### src/rtl/core_id_pipe.sv
// Registered RV32I(M) instruction-decode stage between IF and EX.
// Valid/ready handshake with an optional 1-entry skid buffer, flush and illegal detection.
module core_id_pipe #(
  parameter bit M_EXT   = 1'b1,
  parameter bit SKID_EN = 1'b1
) (
  input  logic        clk,
  input  logic        rst_n,
  input  logic        i_flush,
  input  logic        i_valid,
  output logic        i_ready,
  input  logic [31:0] i_instr,
  input  logic [31:0] i_pc,
  output logic        o_valid,
  input  logic        i_ready_ex,
  output logic [31:0] o_pc,
  output logic [31:0] o_imm,
  output logic [31:0] o_pc_plus_imm,
  output logic [4:0]  o_rs1_addr,
  output logic [4:0]  o_rs2_addr,
  output logic [4:0]  o_rd_addr,
  output logic        o_rs1_en,
  output logic        o_rs2_en,
  output logic        o_rd_wen,
  output logic        o_jal,
  output logic        o_jalr,
  output logic        o_branch_may,
  output logic        o_nextpc2reg,
  output logic        o_alures2reg,
  output logic        o_memory2reg,
  output logic        o_mem_write,
  output logic        o_muldiv,
  output logic        o_system,
  output logic        o_fence,
  output logic [6:0]  o_opcode,
  output logic [6:0]  o_funct7,
  output logic [2:0]  o_funct3,
  output logic        o_illegal
);

  localparam logic [6:0] OP_LUI    = 7'b0110111;
  localparam logic [6:0] OP_AUIPC  = 7'b0010111;
  localparam logic [6:0] OP_JAL    = 7'b1101111;
  localparam logic [6:0] OP_JALR   = 7'b1100111;
  localparam logic [6:0] OP_BRANCH = 7'b1100011;
  localparam logic [6:0] OP_LOAD   = 7'b0000011;
  localparam logic [6:0] OP_STORE  = 7'b0100011;
  localparam logic [6:0] OP_ALI    = 7'b0010011;
  localparam logic [6:0] OP_ALR    = 7'b0110011;
  localparam logic [6:0] OP_FENCE  = 7'b0001111;
  localparam logic [6:0] OP_SYSTEM = 7'b1110011;

  localparam logic [6:0] F7_ZERO   = 7'b0000000;
  localparam logic [6:0] F7_ALT    = 7'b0100000;
  localparam logic [6:0] F7_MULDIV = 7'b0000001;

  typedef struct packed {
    logic [31:0] pc;
    logic [31:0] imm;
    logic [31:0] pc_plus_imm;
    logic [4:0]  rs1_addr;
    logic [4:0]  rs2_addr;
    logic [4:0]  rd_addr;
    logic        rs1_en;
    logic        rs2_en;
    logic        rd_wen;
    logic        jal;
    logic        jalr;
    logic        branch_may;
    logic        nextpc2reg;
    logic        alures2reg;
    logic        memory2reg;
    logic        mem_write;
    logic        muldiv;
    logic        system;
    logic        fence;
    logic [6:0]  opcode;
    logic [6:0]  funct7;
    logic [2:0]  funct3;
    logic        illegal;
  } dec_t;

  typedef enum logic [1:0] {
    ST_EMPTY = 2'd0,
    ST_FULL1 = 2'd1,
    ST_FULL2 = 2'd2
  } state_t;

  logic [6:0]  w_op;
  logic [2:0]  w_f3;
  logic [6:0]  w_f7;
  logic [4:0]  w_rd;
  logic [31:0] w_imm_i;
  logic [31:0] w_imm_s;
  logic [31:0] w_imm_b;
  logic [31:0] w_imm_u;
  logic [31:0] w_imm_j;

  logic [31:0] w_imm;
  logic        w_rs1_en;
  logic        w_rs2_en;
  logic        w_writes;
  logic        w_jal;
  logic        w_jalr;
  logic        w_branch;
  logic        w_alu;
  logic        w_load;
  logic        w_store;
  logic        w_muldiv;
  logic        w_system;
  logic        w_fence;
  logic        w_illegal;
  dec_t        w_dec;

  state_t      r_state;
  state_t      w_state_nxt;
  logic        r_out_vld;
  logic        r_in_ready;
  dec_t        r_out;
  dec_t        r_skid;
  logic        w_accept;
  logic        w_xfer;
  logic        w_ld_out_dec;
  logic        w_ld_out_skid;
  logic        w_ld_skid;

  assign w_op = i_instr[6:0];
  assign w_f3 = i_instr[14:12];
  assign w_f7 = i_instr[31:25];
  assign w_rd = i_instr[11:7];

  assign w_imm_i = {{20{i_instr[31]}}, i_instr[31:20]};
  assign w_imm_s = {{20{i_instr[31]}}, i_instr[31:25], i_instr[11:7]};
  assign w_imm_b = {{19{i_instr[31]}}, i_instr[31], i_instr[7], i_instr[30:25],
                    i_instr[11:8], 1'b0};
  assign w_imm_u = {i_instr[31:12], 12'h000};
  assign w_imm_j = {{11{i_instr[31]}}, i_instr[31], i_instr[19:12], i_instr[20],
                    i_instr[30:21], 1'b0};

  // Opcode classification; opcodes with instr[1:0] != 11 fall into the default arm.
  always_comb begin
    w_imm     = '0;
    w_rs1_en  = 1'b0;
    w_rs2_en  = 1'b0;
    w_writes  = 1'b0;
    w_jal     = 1'b0;
    w_jalr    = 1'b0;
    w_branch  = 1'b0;
    w_alu     = 1'b0;
    w_load    = 1'b0;
    w_store   = 1'b0;
    w_muldiv  = 1'b0;
    w_system  = 1'b0;
    w_fence   = 1'b0;
    w_illegal = 1'b0;
    case (w_op)
      OP_LUI, OP_AUIPC: begin
        w_imm    = w_imm_u;
        w_writes = 1'b1;
        w_alu    = 1'b1;
      end
      OP_JAL: begin
        w_imm    = w_imm_j;
        w_writes = 1'b1;
        w_jal    = 1'b1;
      end
      OP_JALR: begin
        w_imm     = w_imm_i;
        w_rs1_en  = 1'b1;
        w_writes  = 1'b1;
        w_jalr    = 1'b1;
        w_illegal = (w_f3 != 3'b000);
      end
      OP_BRANCH: begin
        w_imm     = w_imm_b;
        w_rs1_en  = 1'b1;
        w_rs2_en  = 1'b1;
        w_branch  = 1'b1;
        w_illegal = (w_f3[2:1] == 2'b01);
      end
      OP_LOAD: begin
        w_imm     = w_imm_i;
        w_rs1_en  = 1'b1;
        w_writes  = 1'b1;
        w_load    = 1'b1;
        w_illegal = (w_f3 == 3'b011) || (w_f3[2:1] == 2'b11);
      end
      OP_STORE: begin
        w_imm     = w_imm_s;
        w_rs1_en  = 1'b1;
        w_rs2_en  = 1'b1;
        w_store   = 1'b1;
        w_illegal = (w_f3 > 3'b010);
      end
      OP_ALI: begin
        w_imm    = w_imm_i;
        w_rs1_en = 1'b1;
        w_writes = 1'b1;
        w_alu    = 1'b1;
        if (w_f3 == 3'b001) begin
          w_illegal = (w_f7 != F7_ZERO);
        end else if (w_f3 == 3'b101) begin
          w_illegal = (w_f7 != F7_ZERO) && (w_f7 != F7_ALT);
        end
      end
      OP_ALR: begin
        w_rs1_en = 1'b1;
        w_rs2_en = 1'b1;
        w_writes = 1'b1;
        w_alu    = 1'b1;
        if (w_f7 == F7_ZERO) begin
          w_illegal = 1'b0;
        end else if (w_f7 == F7_ALT) begin
          w_illegal = (w_f3 != 3'b000) && (w_f3 != 3'b101);
        end else if ((w_f7 == F7_MULDIV) && M_EXT) begin
          w_muldiv = 1'b1;
        end else begin
          w_illegal = 1'b1;
        end
      end
      OP_FENCE: begin
        w_fence = 1'b1;
      end
      OP_SYSTEM: begin
        w_system = 1'b1;
        w_rs1_en = (w_f3 != 3'b000);
        w_writes = (w_f3 != 3'b000);
      end
      default: begin
        w_illegal = 1'b1;
      end
    endcase
  end

  // Side-effecting controls are suppressed on illegal encodings so EX only sees a trap.
  always_comb begin
    w_dec             = '0;
    w_dec.pc          = i_pc;
    w_dec.imm         = w_imm;
    w_dec.pc_plus_imm = i_pc + w_imm;
    w_dec.rs1_addr    = i_instr[19:15];
    w_dec.rs2_addr    = i_instr[24:20];
    w_dec.rd_addr     = w_rd;
    w_dec.rs1_en      = w_rs1_en;
    w_dec.rs2_en      = w_rs2_en;
    w_dec.rd_wen      = w_writes && (w_rd != 5'd0) && !w_illegal;
    w_dec.jal         = w_jal && !w_illegal;
    w_dec.jalr        = w_jalr && !w_illegal;
    w_dec.branch_may  = w_branch && !w_illegal;
    w_dec.nextpc2reg  = w_jal || w_jalr;
    w_dec.alures2reg  = w_alu;
    w_dec.memory2reg  = w_load && !w_illegal;
    w_dec.mem_write   = w_store && !w_illegal;
    w_dec.muldiv      = w_muldiv && !w_illegal;
    w_dec.system      = w_system;
    w_dec.fence       = w_fence;
    w_dec.opcode      = w_op;
    w_dec.funct7      = w_f7;
    w_dec.funct3      = w_f3;
    w_dec.illegal     = w_illegal;
  end

  assign i_ready  = SKID_EN ? r_in_ready : (!r_out_vld || i_ready_ex);
  assign w_accept = i_valid && i_ready;
  assign w_xfer   = r_out_vld && i_ready_ex;

  // Occupancy FSM; without the skid, accept in FULL1 always coincides with a transfer.
  always_comb begin
    w_state_nxt   = r_state;
    w_ld_out_dec  = 1'b0;
    w_ld_out_skid = 1'b0;
    w_ld_skid     = 1'b0;
    case (r_state)
      ST_EMPTY: begin
        if (w_accept) begin
          w_state_nxt  = ST_FULL1;
          w_ld_out_dec = 1'b1;
        end
      end
      ST_FULL1: begin
        if (w_accept && w_xfer) begin
          w_ld_out_dec = 1'b1;
        end else if (w_accept) begin
          w_state_nxt = ST_FULL2;
          w_ld_skid   = 1'b1;
        end else if (w_xfer) begin
          w_state_nxt = ST_EMPTY;
        end
      end
      ST_FULL2: begin
        if (w_xfer) begin
          w_state_nxt   = ST_FULL1;
          w_ld_out_skid = 1'b1;
        end
      end
      default: begin
        w_state_nxt = ST_EMPTY;
      end
    endcase
    if (i_flush) begin
      w_state_nxt   = ST_EMPTY;
      w_ld_out_dec  = 1'b0;
      w_ld_out_skid = 1'b0;
      w_ld_skid     = 1'b0;
    end
  end

  always_ff @(posedge clk or negedge rst_n) begin
    if (!rst_n) begin
      r_state    <= ST_EMPTY;
      r_out_vld  <= 1'b0;
      r_in_ready <= 1'b1;
    end else begin
      r_state    <= w_state_nxt;
      r_out_vld  <= (w_state_nxt != ST_EMPTY);
      r_in_ready <= (w_state_nxt != ST_FULL2);
    end
  end

  always_ff @(posedge clk or negedge rst_n) begin
    if (!rst_n) begin
      r_out  <= '0;
      r_skid <= '0;
    end else begin
      if (w_ld_out_dec) begin
        r_out <= w_dec;
      end else if (w_ld_out_skid) begin
        r_out <= r_skid;
      end
      if (w_ld_skid) begin
        r_skid <= w_dec;
      end
    end
  end

  assign o_valid       = r_out_vld;
  assign o_pc          = r_out.pc;
  assign o_imm         = r_out.imm;
  assign o_pc_plus_imm = r_out.pc_plus_imm;
  assign o_rs1_addr    = r_out.rs1_addr;
  assign o_rs2_addr    = r_out.rs2_addr;
  assign o_rd_addr     = r_out.rd_addr;
  assign o_rs1_en      = r_out.rs1_en;
  assign o_rs2_en      = r_out.rs2_en;
  assign o_rd_wen      = r_out.rd_wen;
  assign o_jal         = r_out.jal;
  assign o_jalr        = r_out.jalr;
  assign o_branch_may  = r_out.branch_may;
  assign o_nextpc2reg  = r_out.nextpc2reg;
  assign o_alures2reg  = r_out.alures2reg;
  assign o_memory2reg  = r_out.memory2reg;
  assign o_mem_write   = r_out.mem_write;
  assign o_muldiv      = r_out.muldiv;
  assign o_system      = r_out.system;
  assign o_fence       = r_out.fence;
  assign o_opcode      = r_out.opcode;
  assign o_funct7      = r_out.funct7;
  assign o_funct3      = r_out.funct3;
  assign o_illegal     = r_out.illegal;

endmodule

### config.mk
export PLATFORM = sky130hd
export DESIGN_NAME = core_id_pipe
export DESIGN_NICKNAME = d
export VERILOG_FILES = /design/src/rtl/core_id_pipe.sv
export SDC_FILE = /design/constraint.sdc
export NUM_CORES = 1
export LEC_CHECK = 0
export CAP_MARGIN = 15
export CORE_MARGIN = 2
export CORE_UTILIZATION = 54
export DETAILED_ROUTE_END_ITERATION = 10
export HOLD_SLACK_MARGIN = 0.15
export PLACE_DENSITY = 0.85
export SETUP_SLACK_MARGIN = 0.2
export SYNTH_ARGS = -nofsm -noshare
export SYNTH_HDL_FRONTEND = slang
export SYNTH_SLANG_ARGS = --single-unit
export TNS_END_PERCENT = 20
### constraint.sdc
create_clock -name clk -period 2.5 [get_ports clk]
set_input_delay 0.5 -clock clk [delete_from_list [all_inputs] [get_ports clk]]
set_output_delay 0.5 -clock clk [all_outputs]
set_load 0.005 [all_outputs]
==> qor.yml <==
timing.rr.end: "r_skid[48]"
synth_flop_cell: "dfrtp_1"
place_area_um2: 17700
crit_fanout: 3
rr_startpoint: "i_ready"
relSlewSlack_pct: 56.6
grt_pass1_vias: 14000
finalClockSkew_ns: 0.0178
die_w_um: 162
status: "finished, violations left"
setup_viol: 56
maxSlewViolCount: 0
final_cell_area_um2: 19900
grt_max_degree: 133
routed_wl_um: 49400
ir_drop_v: 0.000551
power_density_nw_per_um2: 795
regToRegSetupSlack_ns: 0.40
antenna_found_initial: 0
cts_made_buffers: 30
setup_slack_ns: -0.724
antenna_cells: 0
grt.overflow.total: 0
hpwlAfterDp_um: 30800
start_util_pct: 55.3
switching_share_pct: 30.7
synthSimpleGateAreaFrac_pct: 19.0
synthMuxAreaShare_pct: 0.148
rows: 57
cp.depth: 19
clk_pin_slew_ns: 0.06
seqCellArea_um2: 7210
synth_edf_count: 0
netlist_instances: 1502
grt_usage_pct: 36.0
finalPower_mw: 15.8
place_ws_ns: -1.90
grt_pass1_wl_um: 74900
rsz0062_at_grt: "yes"
cts_sinks: 288
start_kind: "input pin"
cts_tree: "done"
yosysWarnings: 0
reg2reg_depth: 6
failed_checks: "setup timing"
finish.net_count: 2014
multi_input_area_um2: 6790
pwr-share-seq_pct: 44.6
synth-compound-area-share_pct: 19.0
vias_per_cell: 6.25
portBuffers: 212
synth_top_area_share_pct: 53.2
synth.distinct_cells: 62
ant_nets: 0
critical_path.top_delay_family: "compound AO/OA/AOI/OAI gates"
pin_count: 213
min_period_ns: 3.22
finalHoldViolCount: 0
syn_nets: 1603
dieHeight_um: 162
max_cap_violations: 0
core_area_um2: 24400
final_layout_size_suffix_gt1_share_pct: 24.9
final_util_pct: 81.6
globalplace.congestion: 0.971
min_path_type: "in -> reg"
arrival_ns: 3.64
path_cells: "buf_6, nand3b_4, nand2b_4, or3_4, o21ai_4, a22oi_2, inv_2, ha_4, inv_2, fa_2, nor2b_4, o31a_1, o311ai_4, a211oi_4, o21a_1, buf_6, a21oi_2, xnor2_2, o21ai_1"
syn2layout_area_growth_pct: 47.5
worstSetupStartpoint: "i_instr[3]"
drt-initial-drc-count: 1704
routedWlPerCell_um: 21.9
syn-cell-area_um2: 13500
power.share.combinational_pct: 26.9
postSynthAreaPerCell_um2: 8.98
htreeDepth: 1
synthAdderAreaFrac_pct: 3.02
synth-seq-area-share_pct: 53.4
synth_top_family_by_area: "simple AND/OR/NAND/NOR gates"
timing.final.crit_share_pct: 129
synthTopCellsByArea: "dfrtp_1, nand2_1, a22oi_1"
critical_path_class: "in -> reg"
fmax_ghz: 0.310
cpPeakStageDelay_ns: 0.38
crit_buf_inv: 4
vias: 14100
worst_pin_slew_ns: 0.651
power_switching_mw: 4.86
cp_slowest_cell: "fa_2"
dieArea_um2: 26300
end_kind: "flip-flop"
fillCellCount: 1354
insertion_delay_ns: 0.56
ys_async_sr_fraction_pct: 100
clockRootBuffer: "clkbuf_16"
crit_end: "r_skid[76]"
intPower_mw: 11.0
p_leak_nw: 9.51
crit_required_ns: 2.91
drt_pre_antenna_iters: 7
cts_max_path_buffers: 3
ys_ff_latch: 288
synth_xor_area_share_pct: 1.81
drc: 0
synth.largest_area_cell: "dfrtp_1"
power_frac_clock_pct: 28.4
[power groups by stage]
stage          Combinational, mW  Sequential (mW)  Clock, mW
2_1_floorplan               1.60             6.86          0
3_3_place_gp                3.79             6.96          0
3_5_place_dp                3.95             7.03          0
4_1_cts                     4.10             6.99       4.49
5_1_grt                     4.63             7.18       4.75
6_report                    4.26             7.06       4.50
[routing by layer]
layer / GRT usage [%] / up-vias / share of wire, %
met4: 18.1 / 0 / 6.0
li1: - / 6004 / -
met2: 58.5 / 999 / 47
met1: 46.5 / 6865 / 37
met5: 0 / - / 0
met3: 6.87 / 242 / 9.5
[logic make-up after synthesis]
| family | count (synthesis) |
|---|---|
| AND/OR/NAND/NOR | 617 |
| AO/OA/AOI/OAI | 409 |
| flip-flops | 288 |
| buffers and inverters | 127 |
| adder cells (fa/ha/maj) | 32 |
| XOR/XNOR | 27 |
| multiplexers | 2 |
[worst min-delay path by stage]
stage / cells after the start / slack (ns) / from / end
6_report: 3 / 0.18 / i_instr[1] / r_skid[12]
2_1_floorplan: 0 / 0.20 / rst_n / o_alures2reg
5_1_grt: 3 / 0.20 / i_instr[1] / r_skid[12]
4_1_cts: 3 / 0.21 / i_instr[1] / r_skid[12]
3_3_place_gp: 2 / 0.46 / r_skid[25] / r_skid[25]
3_5_place_dp: 2 / 0.46 / o_rd_addr[1] / o_rd_addr[1]
[cell usage after synthesis, types with 13 or more instances]
cell type  number
a31oi_1        20
o21ai_0        94
o22ai_1        53
a21o_1         16
ha_1           31
or3_1          13
dfrtp_1       287
nor2_1         58
xnor2_1        17
a211oi_1       14
a22oi_1        73
clkbuf_1       79
nand2_1       460
nand3_1        13
nor3_1         21
a21oi_1        95
inv_1          31
[registers in the layout (all words and copies together) (netlist names), 2 cells and up]
signal and count:
o_rs2_addr 5, o_rd_addr 5, o_imm 32, o_funct7 7, o_opcode 7, o_pc_plus_imm 32, r_state 2, r_skid 142
o_funct3 3, o_pc 32, o_rs1_addr 5
[cells in the final DEF (no fill, tap or decap), types with 10 or more instances in the layout]
cell type and instances:
o21ai_0 63, buf_6 27, buf_12 17, nor2_1 51
inv_2 14, dfrtp_1 287, nor3_1 17, nand3_1 10
ha_4 15, a21oi_2 21, o22ai_1 52, nand2_1 448
a22oi_1 68, inv_1 16, o21ai_1 22, buf_4 221
a211oi_1 10, ha_1 13, a21o_1 16, clkdlybuf4s50_1 198
a31oi_1 17, a21oi_1 72, clkbuf_16 31
[cell type report]
class	count	area share, %
clock buffers	42	4.36
inverters	31	0.597
repair buffers	475	22.1
multi-input cells	1087	34.1
flip-flops and latches	288	36.2
well taps	324	2.04
clock inverters	11	0.591
[worst reg2reg max path, stage by stage, from the launching register on]
cell,delay (ns)
dfstp_2,0.54
nand3_1,0.09
buf_4,0.16
or3_4,0.36
buf_12,0.20
nand2_1,0.39
o21ai_0,0.16
[stage by stage]
stage / setup TNS, ns / hold slack (ns) / cells
finish: -28.08 / 0.176 / 2258
global route: -31.83 / 0.204 / 2258
CTS: -22.02 / 0.206 / 2252
detailed placement: -104.68 / 0.461 / 2169
global placement: -96.32 / 0.455 / 2169
floorplan: -34.44 / 0.204 / 1502
[repair_timing]
item,CTS,global route
setup buffers,29,6
gates resized for setup,170,84
hold endpoints to repair,70,0
pin swaps,50,41
setup endpoints to repair,74,69
hold buffers,1,0
No activity file was read; power rests on OpenSTA's default activity.
